[config.mk]
export PLATFORM = sky130hd
export DESIGN_NAME = memaccess
export DESIGN_NICKNAME = d
export VERILOG_FILES = /design/src/rtl/memaccess_pkg.sv /design/src/rtl/memaccess.sv
export SDC_FILE = /design/constraint.sdc
export NUM_CORES = 1
export LEC_CHECK = 0
export BUFFER_PORTS_ARGS = -buffer_cell sky130_fd_sc_hd__buf_2
export CAP_MARGIN = 20
export CORE_UTILIZATION = 33
export CTS_CLUSTER_SIZE = 14
export DETAILED_ROUTE_END_ITERATION = 12
export PLACE_DENSITY = 0.75
export SLEW_MARGIN = 40
export SYNTH_ARGS = -nofsm -noshare
export SYNTH_HDL_FRONTEND = slang
export SYNTH_SLANG_ARGS = --single-unit
[constraint.sdc]
create_clock -name clk -period 1.4 [get_ports clk]
set_clock_uncertainty 0.1 [all_clocks]
set_input_delay 0.28 -clock clk [delete_from_list [all_inputs] [get_ports clk]]
set_output_delay 0.28 -clock clk [all_outputs]
set_load 0.005 [all_outputs]
[src/rtl/memaccess_pkg.sv]
// Shared constants, state encoding and operation decode for the memory-access stage.
package memaccess_pkg;

    // Default datapath widths: 32-bit data, 64k-word data memory, 16 registers.
    localparam int MA_WORD  = 32;
    localparam int MA_ADDR  = 16;
    localparam int MA_W_RD  = 4;

    // Load latency counter width; holds latencies 1..7.
    localparam int W_CNT       = 3;
    localparam int MEM_LAT_MAX = (1 << W_CNT) - 1;

    // FSM states: IDLE accepts new work, WAIT counts down an outstanding load.
    typedef enum logic [0:0] {
        S_IDLE = 1'b0,
        S_WAIT = 1'b1
    } state_e;

    // Operation class of an execute result. A load wins over a simultaneous
    // store, and a store never produces a register writeback.
    typedef enum logic [1:0] {
        OP_NONE  = 2'd0,
        OP_LOAD  = 2'd1,
        OP_STORE = 2'd2,
        OP_ALU   = 2'd3
    } op_e;

    function automatic op_e decode_op(input logic ld, input logic st, input logic wb);
        op_e op;
        op = OP_NONE;
        if (ld) begin
            op = OP_LOAD;
        end else if (st) begin
            op = OP_STORE;
        end else if (wb) begin
            op = OP_ALU;
        end
        return op;
    endfunction

endpackage

[src/rtl/memaccess.sv]
// Memory-access stage: issues word loads/stores to a synchronous data memory,
// forwards ALU writebacks with one cycle of latency and returns load data as
// register writebacks, stalling execute while a load is outstanding.
module memaccess
    import memaccess_pkg::*;
#(
    parameter int WORD    = MA_WORD,
    parameter int ADDR    = MA_ADDR,
    parameter int W_RD    = MA_W_RD,
    // Cycles from address sample to valid mem_q_i; legal range 1..7.
    parameter int MEM_LAT = 1
) (
    input  logic            clk,
    input  logic            rst,
    input  logic            v_i,
    output logic            stall_o,
    input  logic            ld_i,
    input  logic            st_i,
    input  logic [WORD-1:0] maddr_i,
    input  logic [WORD-1:0] sdata_i,
    input  logic            wb_i,
    input  logic [W_RD-1:0] wb_rd_name_i,
    input  logic [WORD-1:0] wb_rd_data_i,
    output logic [ADDR-1:0] mem_a_o,
    output logic            mem_w_o,
    output logic [WORD-1:0] mem_d_o,
    input  logic [WORD-1:0] mem_q_i,
    output logic            wb_o,
    output logic [W_RD-1:0] wb_rd_name_o,
    output logic [WORD-1:0] wb_rd_data_o
);

    // Latency as a counter-width constant so the terminal compare is width-exact.
    localparam logic [W_CNT-1:0] LAT_CNT = W_CNT'(MEM_LAT);

    state_e            state_q;
    logic [W_CNT-1:0]  cnt_q;
    logic [W_RD-1:0]   ld_rd_q;
    logic              wb_q;
    logic [W_RD-1:0]   wb_name_q;
    logic [WORD-1:0]   wb_data_q;

    logic              acc;
    logic              load_done;
    op_e               op;

    // Upper effective-address bits select nothing in a 64k-word memory.
    logic              unused_addr_bits;
    assign unused_addr_bits = ^maddr_i[WORD-1:ADDR];

    // Stall, accept and memory strobes are combinational from the inputs;
    // reset forces stall and write enable low regardless of state.
    always_comb begin
        stall_o   = rst & (state_q == S_WAIT);
        acc       = v_i & ~stall_o;
        op        = decode_op(ld_i, st_i, wb_i);
        load_done = (cnt_q == LAT_CNT);
        mem_a_o   = maddr_i[ADDR-1:0];
        mem_d_o   = sdata_i;
        mem_w_o   = rst & acc & (op == OP_STORE);
    end

    // FSM with counter and registered writeback outputs; a reset drops any
    // in-flight load without ever producing its writeback.
    always_ff @(posedge clk or negedge rst) begin
        if (!rst) begin
            state_q   <= S_IDLE;
            cnt_q     <= '0;
            ld_rd_q   <= '0;
            wb_q      <= 1'b0;
            wb_name_q <= '0;
            wb_data_q <= '0;
        end else begin
            case (state_q)
                S_IDLE: begin
                    wb_q <= 1'b0;
                    if (acc) begin
                        case (op)
                            OP_LOAD: begin
                                state_q <= S_WAIT;
                                cnt_q   <= W_CNT'(1);
                                ld_rd_q <= wb_rd_name_i;
                            end
                            OP_ALU: begin
                                wb_q      <= 1'b1;
                                wb_name_q <= wb_rd_name_i;
                                wb_data_q <= wb_rd_data_i;
                            end
                            default: begin
                                // Stores complete in memory at this edge; nothing to write back.
                            end
                        endcase
                    end
                end
                S_WAIT: begin
                    if (load_done) begin
                        state_q   <= S_IDLE;
                        cnt_q     <= '0;
                        wb_q      <= 1'b1;
                        wb_name_q <= ld_rd_q;
                        wb_data_q <= mem_q_i;
                    end else begin
                        cnt_q <= cnt_q + W_CNT'(1);
                        wb_q  <= 1'b0;
                    end
                end
                default: begin
                    state_q <= S_IDLE;
                    cnt_q   <= '0;
                    wb_q    <= 1'b0;
                end
            endcase
        end
    end

    assign wb_o         = wb_q;
    assign wb_rd_name_o = wb_name_q;
    assign wb_rd_data_o = wb_data_q;

endmodule

After elaboration in Yosys (flattened, before gate mapping)
Index checks and enable logic that the tools add are counted.
- memories: 0
- input bits: 138
- flip-flop bits (word level): 45
- memory bits (read-only): 0
- RAM bits: 0
- logic and storage cells: 47
- output and inout port bits: 87
- bits in latches: 0
- equal/unequal tests: 8
- div/mod/pow operators: 0
- bitwise gates (word level): 6
- $add $sub $neg: 1
- shift operators: 0
- order comparisons: 0
- multipliers: 0
- mux-type cells: 23
- reduce and logical (&&, ||, !) cells: 3
- operators with widths (cell ; number):
    $mux W32 ; 3
    $pmux W32 S2 ; 1
    $mux W4 ; 3
    $mux W3 ; 3
    $pmux W4 S2 ; 1
    $mux W1 ; 6
    $mux W2 ; 3
    $ne A2 B1 Y1 const B ; 3
    $pmux W3 S2 ; 1
    $reduce_and A3 Y1 ; 2
    $and A1 B1 Y1 ; 4
    $eq A2 B2 Y1 const B ; 2
    $pmux W1 S2 ; 2
    $add A3 B1 Y3 const B ; 1
    $eq A3 B1 Y1 const B ; 1
    $eq A2 B1 Y1 const B ; 1
    $ne A2 B2 Y1 const B ; 1
    $not A1 Y1 ; 2
    $reduce_and A2 Y1 ; 1

Depth between registers and ports, before layout
Gate-level depths: netlist of run 1.
- depth in word-level cells: 7
- mapped depth: 6

Worst setup path after synthesis of run 1
OpenSTA, ideal clock, no wires.
- path kind: reg-to-reg
- start: register state_q
- end: register wb_data_q[0] (netlist: wb_rd_data_o[0])
- cell stages (with the launch flop): 7
- data arrival time: 1341 ps
- required time: 1174 ps
- period minus slack after synthesis: 1567 ps
- slack: -167 ps
- cell sequence: dfrtp_1 > buf_6 > and4bb_4 > buf_6 > clkbuf_1 > and2_1 > a221o_1
- cells in the longest elaborated chain, start to end: 5
- elaborated cells on any way between the ends: 9
- those cells by class: 3 x eq/ne; 1 x mux; 4 x bitwise; 1 x reduce/logical
- RTL lines (what ; line ; source):
    start: declaration ; memaccess.sv:36 ; state_e state_q;
    start signal: assignment ; memaccess.sv:67 ; state_q <= S_IDLE;
    start signal: assignment ; memaccess.sv:80 ; state_q <= S_WAIT;
    start signal: assignment ; memaccess.sv:97 ; state_q <= S_IDLE;
    $and A1 B1 Y1 ; memaccess.sv:54 ; stall_o = rst & (state_q == S_WAIT);
    $not A1 Y1 ; memaccess.sv:55 ; acc = v_i & ~stall_o;
    $and A1 B1 Y1 ; memaccess.sv:55 ;
    $ne A2 B2 Y1 (no source line) ; -- ;
    $reduce_and A3 Y1 (no source line) ; -- ;
    end signal: assignment ; memaccess.sv:87 ; wb_data_q <= wb_rd_data_i;
    end signal: assignment ; memaccess.sv:101 ; wb_data_q <= mem_q_i;
    end: declaration ; memaccess.sv:41 ; logic [WORD-1:0] wb_data_q;
Parallel ways exist; a longest one is shown, timed or not.
A chain may end at the register's enable or synchronous reset.

Worst setup path after layout of run 1
- start: register state_q
- end: register wb_data_q[5] (netlist: wb_rd_data_o[5])
Same word-level chain as after synthesis.

==> results of run 1 <==
[power groups by stage]
stage	Combinational, mW	Clock [mW]	Sequential, mW
CTS	2.70	0.841	2.26
detailed placement	2.69	0	2.26
floorplan	1.63	0	2.31
global route	2.91	0.910	2.31
finish	2.65	0.802	2.26
global placement	2.60	0	2.25
[logic make-up after synthesis]
logic type,after synthesis,synth area share [%]
DFF,45,46.9
AOI/OAI and AO/OA,44,17.9
buffers and inverters,63,20.0
muxes,4,1.88
and+or+nand+nor,47,13.2
[worst paths after layout]
path / start / to / depth (start not counted)
worst max-delay path: state_q / wb_rd_data_o[5] / 5
worst min-delay path: wb_rd_data_i[17] / wb_rd_data_o[17] / 2
worst max register to register: state_q / wb_rd_data_o[5] / 5
worst min register to register: ld_rd_q[3] / ld_rd_q[3] / 1
max in group asynchronous: rst / wb_rd_data_o[15] / 3
min in group asynchronous: rst / cnt_q[1] / 3
[cell type report]
cell class / count / area (µm²)
fill: 704 / 4020
sequential: 45 / 1130
multi-input combinational: 95 / 793
timing repair buffer: 130 / 748
tap: 96 / 120
clock buffer: 7 / 86.3
inverter: 3 / 11.3
antenna: 1 / 2.50
[sequential cells by signal, summed over array words and instances, names as in the netlist]
name,flops
ld_rd_q,4
cnt_q,3
wb_o,1
wb_rd_data_o,32
state_q,1
wb_rd_name_o,4
[cells in the mapped netlist]
cell / n / area, µm²
sky130_fd_sc_hd__a211oi_1: 2 / 15.0
sky130_fd_sc_hd__a21o_1: 1 / 7.51
sky130_fd_sc_hd__a21oi_1: 1 / 5.00
sky130_fd_sc_hd__a221o_1: 31 / 310
sky130_fd_sc_hd__a221o_2: 5 / 56.3
sky130_fd_sc_hd__a31oi_4: 1 / 21.3
sky130_fd_sc_hd__and2_1: 34 / 213
sky130_fd_sc_hd__and2_2: 3 / 22.5
sky130_fd_sc_hd__and3_1: 2 / 12.5
sky130_fd_sc_hd__and4bb_4: 1 / 16.3
sky130_fd_sc_hd__buf_4: 49 / 368
sky130_fd_sc_hd__buf_6: 8 / 90.1
sky130_fd_sc_hd__clkbuf_1: 3 / 11.3
sky130_fd_sc_hd__dfrtp_1: 45 / 1130
sky130_fd_sc_hd__inv_1: 3 / 11.3
sky130_fd_sc_hd__mux2_2: 4 / 45.0
sky130_fd_sc_hd__nand2_1: 1 / 3.75
sky130_fd_sc_hd__nand2b_1: 1 / 6.26
sky130_fd_sc_hd__nand3_1: 2 / 10.0
sky130_fd_sc_hd__nand3b_1: 2 / 15.0
sky130_fd_sc_hd__nor3b_4: 1 / 18.8
sky130_fd_sc_hd__o21ai_0: 3 / 15.0
[routing by layer]
metal,routed length (µm),up-vias,GRT usage (%)
met5,0,-,0
met4,167,0,7.75
met3,391,24,4.74
met2,2820,94,27.0
met1,2310,866,15.5
li1,-,835,-
[stage by stage]
stage,setup slack [ps],power (mW)
2_1_floorplan,-150,3.94
3_3_place_gp,-155,4.85
3_5_place_dp,-189,4.95
4_1_cts,-243,5.80
5_1_grt,-285,6.13
6_report,-238,5.71
[critical path: cells and delay by family, from the launching register on]
family	cells	cell delay [ps]
and+or+nand+nor	1	220
AOI/OAI and AO/OA	2	450
buffers and inverters	2	320
DFF	1	440
[timing repair]
item / in CTS / in global routing
setup endpoints to repair: 42 / 43
endpoints found under the hold margin: 45 / 0
hold buffers: 1 / 0
pin swaps: 2 / 1
buffers inserted: 1 / 0
==> impl_metrics.toml, run 1 <==
[run]
maxCapViolations = 0

[clock_tree]
cts_buffers = 5
library_cell_used_as_clock_root_buffer = "sky130_fd_sc_hd__clkbuf_8"
clock_path_buffers = 2
post_cts.resized_instances = 0
htreeDepth = 2
numClockSinks = 45
clock_latency_ps = 290
tritoncts = "done"
clk_pin_slew_ps = 80

[grt]
initial_antenna_violation_count = 1
wire_length_of_the_first_global_routing_pass_mm = 8.51
grtUsageTotal_pct = 15.0
via_count_of_the_first_global_routing_pass = 1776
aggregate_global_routing_overflow = 0
grt_start_max_net_pins = 31

[drt]
ant_nets = 0
first_pass_iters = 4
vias = 1819
via_per_inst = 4.82
drtIter0Drc = 77
route.detailed.wl_per_inst_um = 15.1
routed_wl_mm = 5.69
drt_drc = 0

[timing]
ratio_of_final_minimum_period_to_clock_period_pct = 117
setup_total_negative_slack_ps = -7920
finalWorstPathRequiredPeriod_ps = 1640
tightestPinTransition_ps = 394
max_slew_margin_pct = 73.7
final.hold.worst_slack_ps = 119
fmax_ghz = 0.610
slew_violations = 0
setup_viol = 42
grt_setup_unrepaired = "true"
final-hold-violation-count = 0
layout_setup_ws_ps = -238

[setup_path]
timing_worst_setup_path_type = "flop to flop"
startpoint_type = "flop"
cp_slowest_stage_delay_ps = 440
worstSetupEndpointType = "flop"
cp_cell_sequence = "nor3b_4, buf_4, a31oi_4, buf_12, a221o_2"
crit_arrival_ps = 1710
reg2reg_slack_ps = -240
cell_with_the_biggest_individual_delay_on_the_critical_path = "sky130_fd_sc_hd__dfrtp_1"
worstPathMaxFanout = 21
worst_ep_required_time_ps = 1480

[power_and_ir_drop]
power.combinational.fraction_pct = 46.4
power.density_nw_per_um2 = 1980
seq_power_share_pct = 39.6
cell_internal_pwr_mw = 3.87
vdd_drop_max_mv = 0.764
p_clk_share_pct = 14.0
swShare_pct = 32.3
power_switching_mw = 1.84
p_leak_nw = 1.49

[synthesis]
synth_area_per_cell_um2 = 11.8
netlist_area_um2 = 2400
syn_nets = 341
post_synth_num_cell_types = 22
postSynthCellCount = 203
synthesis.yosys.warnings = 0
synth_sequential_area_ratio_pct = 46.9
synth-seq-cells = 45

[placement]
buffer_ports.inserted = 112
routabilityCongestion = 0.738
placed_area_um2 = 2780
dp_hpwl_mm = 4.18
place.detailed.instances = 367

[finish]
area.growth.synth_to_final_pct = 20.3
finish.instance_area_um2 = 2890
fin_cells = 377
final_cell_mix = "112 x sky130_fd_sc_hd__buf_2, 45 x sky130_fd_sc_hd__dfrtp_1, 34 x sky130_fd_sc_hd__and2_1"
fin_util_pct = 41.8
layout-drive-gt1-share_pct = 53.6
nets = 418
final_common_cell = "sky130_fd_sc_hd__buf_2"

[floorplanning]
boundaryPins = 225
design.core.area_um2 = 6910
die_h_um = 87.3
floorplan.die_area_um2 = 7620
die_x_um = 87.3
initial_core_util_pct = 34.7
std_cell_rows = 30

[worst_hold_path]
hold_class = "input pin to flop"

[status]
failing_checks = "setup timing"
run_status = "finished, violations left"
Power figures use the tool's default switching activity.
==> inputs of run 2 (changes only) <==
--- a/config.mk
+++ b/config.mk
@@ -8,6 +8,7 @@
 export BUFFER_PORTS_ARGS = -buffer_cell sky130_fd_sc_hd__buf_2
 export CAP_MARGIN = 20
 export CORE_UTILIZATION = 33
+export CTS_BUF_LIST = sky130_fd_sc_hd__clkbuf_16
 export CTS_CLUSTER_SIZE = 14
 export DETAILED_ROUTE_END_ITERATION = 12
 export PLACE_DENSITY = 0.75
==> run 2 against run 1 <==
  * The run still ends with setup timing left
  * Clock power up 35%
  * Flip-flop and latch count is the same
  * Sequential power hardly changed
  * First-iteration DRC count is 26% lower
  * Non-clock buffer count rose by 1
  * Utilization is 1.2 points higher
  * Sequential share of layout area fell by 1.1 points
  * Combinational power is 2% higher
==> impl_metrics.toml, run 2 (synthesis gave the netlist of run 1 again) <==
[status]
run_status = "finished, violations left"
failing_checks = "setup timing"

[clock_tree]
htreeDepth = 2
tritoncts = "done"
clock_path_buffers = 2
cts_buffers = 5
clk_pin_slew_ps = 60
library_cell_used_as_clock_root_buffer = "sky130_fd_sc_hd__clkbuf_16"
clock_latency_ps = 280
numClockSinks = 45

[setup_path]
cp_slowest_stage_delay_ps = 430
worstPathMaxFanout = 3
timing_worst_setup_path_type = "flop to primary output"
worstSetupEndpointType = "primary output"
cell_with_the_biggest_individual_delay_on_the_critical_path = "sky130_fd_sc_hd__dfrtp_2"
worst_ep_required_time_ps = 1020
cp_cell_sequence = "nor3b_4, and3_1, buf_2"
crit_arrival_ps = 1250
startpoint_type = "flop"
timing.reg2reg.worst_path_depth = 4
reg2reg_slack_ps = -170
crit_reg_reg_endpoint = "wb_rd_data_o[5]"
critical_path.reg2reg.startpoint = "cnt_q[1]"

[finish]
fin_util_pct = 43.0
layout-drive-gt1-share_pct = 54.4
fillerInstances = 690
largest_register_ff_count = 32
finish.instance_area_um2 = 2970
final_cell_mix = "112 x sky130_fd_sc_hd__buf_2, 44 x sky130_fd_sc_hd__dfrtp_1, 33 x sky130_fd_sc_hd__and2_1"
area.growth.synth_to_final_pct = 23.8
final_common_cell = "sky130_fd_sc_hd__buf_2"
nets = 419

[worst_hold_path]
hold_path_startpoint = "wb_rd_data_i[17]"
hold_class = "input pin to flop"
holdPathEnd = "wb_rd_data_o[17]"
min_path_cells = 2

[floorplanning]
std_cell_rows = 30
die_x_um = 87.3
design.core.area_um2 = 6910
floorplan.die_area_um2 = 7620
die_h_um = 87.3
initial_core_util_pct = 34.7
boundaryPins = 225

[placement]
dp_hpwl_mm = 4.18
placed_area_um2 = 2780
routabilityCongestion = 0.738
place_worst_setup_slack_ps = -189
buffer_ports.inserted = 112

[grt]
aggregate_global_routing_overflow = 0
via_count_of_the_first_global_routing_pass = 1779
grtUsageTotal_pct = 14.9
grt_start_max_net_pins = 31
wire_length_of_the_first_global_routing_pass_mm = 8.52
initial_antenna_violation_count = 1

[drt]
route.detailed.wl_per_inst_um = 15.0
detailroute.wirelength.met3_um = 386
via_per_inst = 4.82
routed.top_layer = "met4"
ant_nets = 0
drt_drc = 0
routedLengthMet1_mm = 2.25
first_pass_iters = 4
drtIter0Drc = 57
met2_length_mm = 2.89
vias = 1822
routed_wl_mm = 5.68

[timing]
max_slew_margin_pct = 73.7
slew_violations = 0
grt_setup_unrepaired = "true"
final-hold-violation-count = 0
finalWorstPathRequiredPeriod_ps = 1630
tightestPinTransition_ps = 394
layout_setup_ws_ps = -230
ratio_of_final_minimum_period_to_clock_period_pct = 116
setup_viol = 42
fmax_ghz = 0.614

[power_and_ir_drop]
vdd_drop_max_mv = 0.826
p_leak_nw = 1.53
power.density_nw_per_um2 = 2040

[run]
maxCapViolations = 0
## run 2: cell count changes in the layout (fill, tap and decap cells not counted), sizes merged
cell / change
clkbuf: -2
clkinv: +1
dlygate4sd3: +1
inv: +1
## run 2: final cells by class
type,count,area (µm²),share of cell area (%)
clock buffer,5,125,4.21
multi-input combinational,95,805,27.1
sequential,45,1130,37.9
antenna,1,2.50,0.0842
clock inverter,2,7.51,0.253
inverter,3,11.3,0.379
timing repair buffer,131,773,26.0
tap,96,120,4.04
## run 2: how the worst max path moves through the flow
stage / startpoint / end / depth (start not counted)
2_1_floorplan: state_q / wb_rd_data_o[0] / 6
3_3_place_gp: state_q / wb_rd_data_o[6] / 4
3_5_place_dp: v_i / wb_rd_data_o[29] / 5
4_1_cts: state_q / mem_w_o / 3
5_1_grt: state_q / mem_w_o / 3
6_report: state_q / mem_w_o / 3
## run 2: timing repair
item,CTS,global route
pin swaps,1,0
endpoints found under the setup margin,42,43
hold endpoints to repair,15,0
resized for setup,4,6
setup buffers,1,1
hold buffers,2,0
## run 2: where the power goes
group	switching [mW]	leakage [nW]	internal, mW
clock	0.444	0.0685	0.638
sequential	0.328	0.556	1.94
combinational	1.12	0.902	1.59
total	1.89	1.53	4.16
## run 2: worst max-delay path, delay by kind of cell (launching register included)
family	cells	cell delay [ps]
buffers and inverters	1	110
flip-flops	1	430
AND/OR/NAND/NOR	2	430
## run 2: metrics by stage
step	TNS (ps)	total power [mW]	instances	hold slack, ps
2_1_floorplan	-4940	3.94	203	-116
3_3_place_gp	-4750	4.85	367	227
3_5_place_dp	-5330	4.95	367	209
4_1_cts	-5840	6.13	377	124
5_1_grt	-7200	6.49	377	123
6_report	-5650	6.06	378	132
## run 2: per-layer routing
metal	global-route usage (%)	up-vias
met1	15.5	870
li1	-	840
met2	26.8	90
met4	7.30	0
met3	4.74	22
met5	0	-
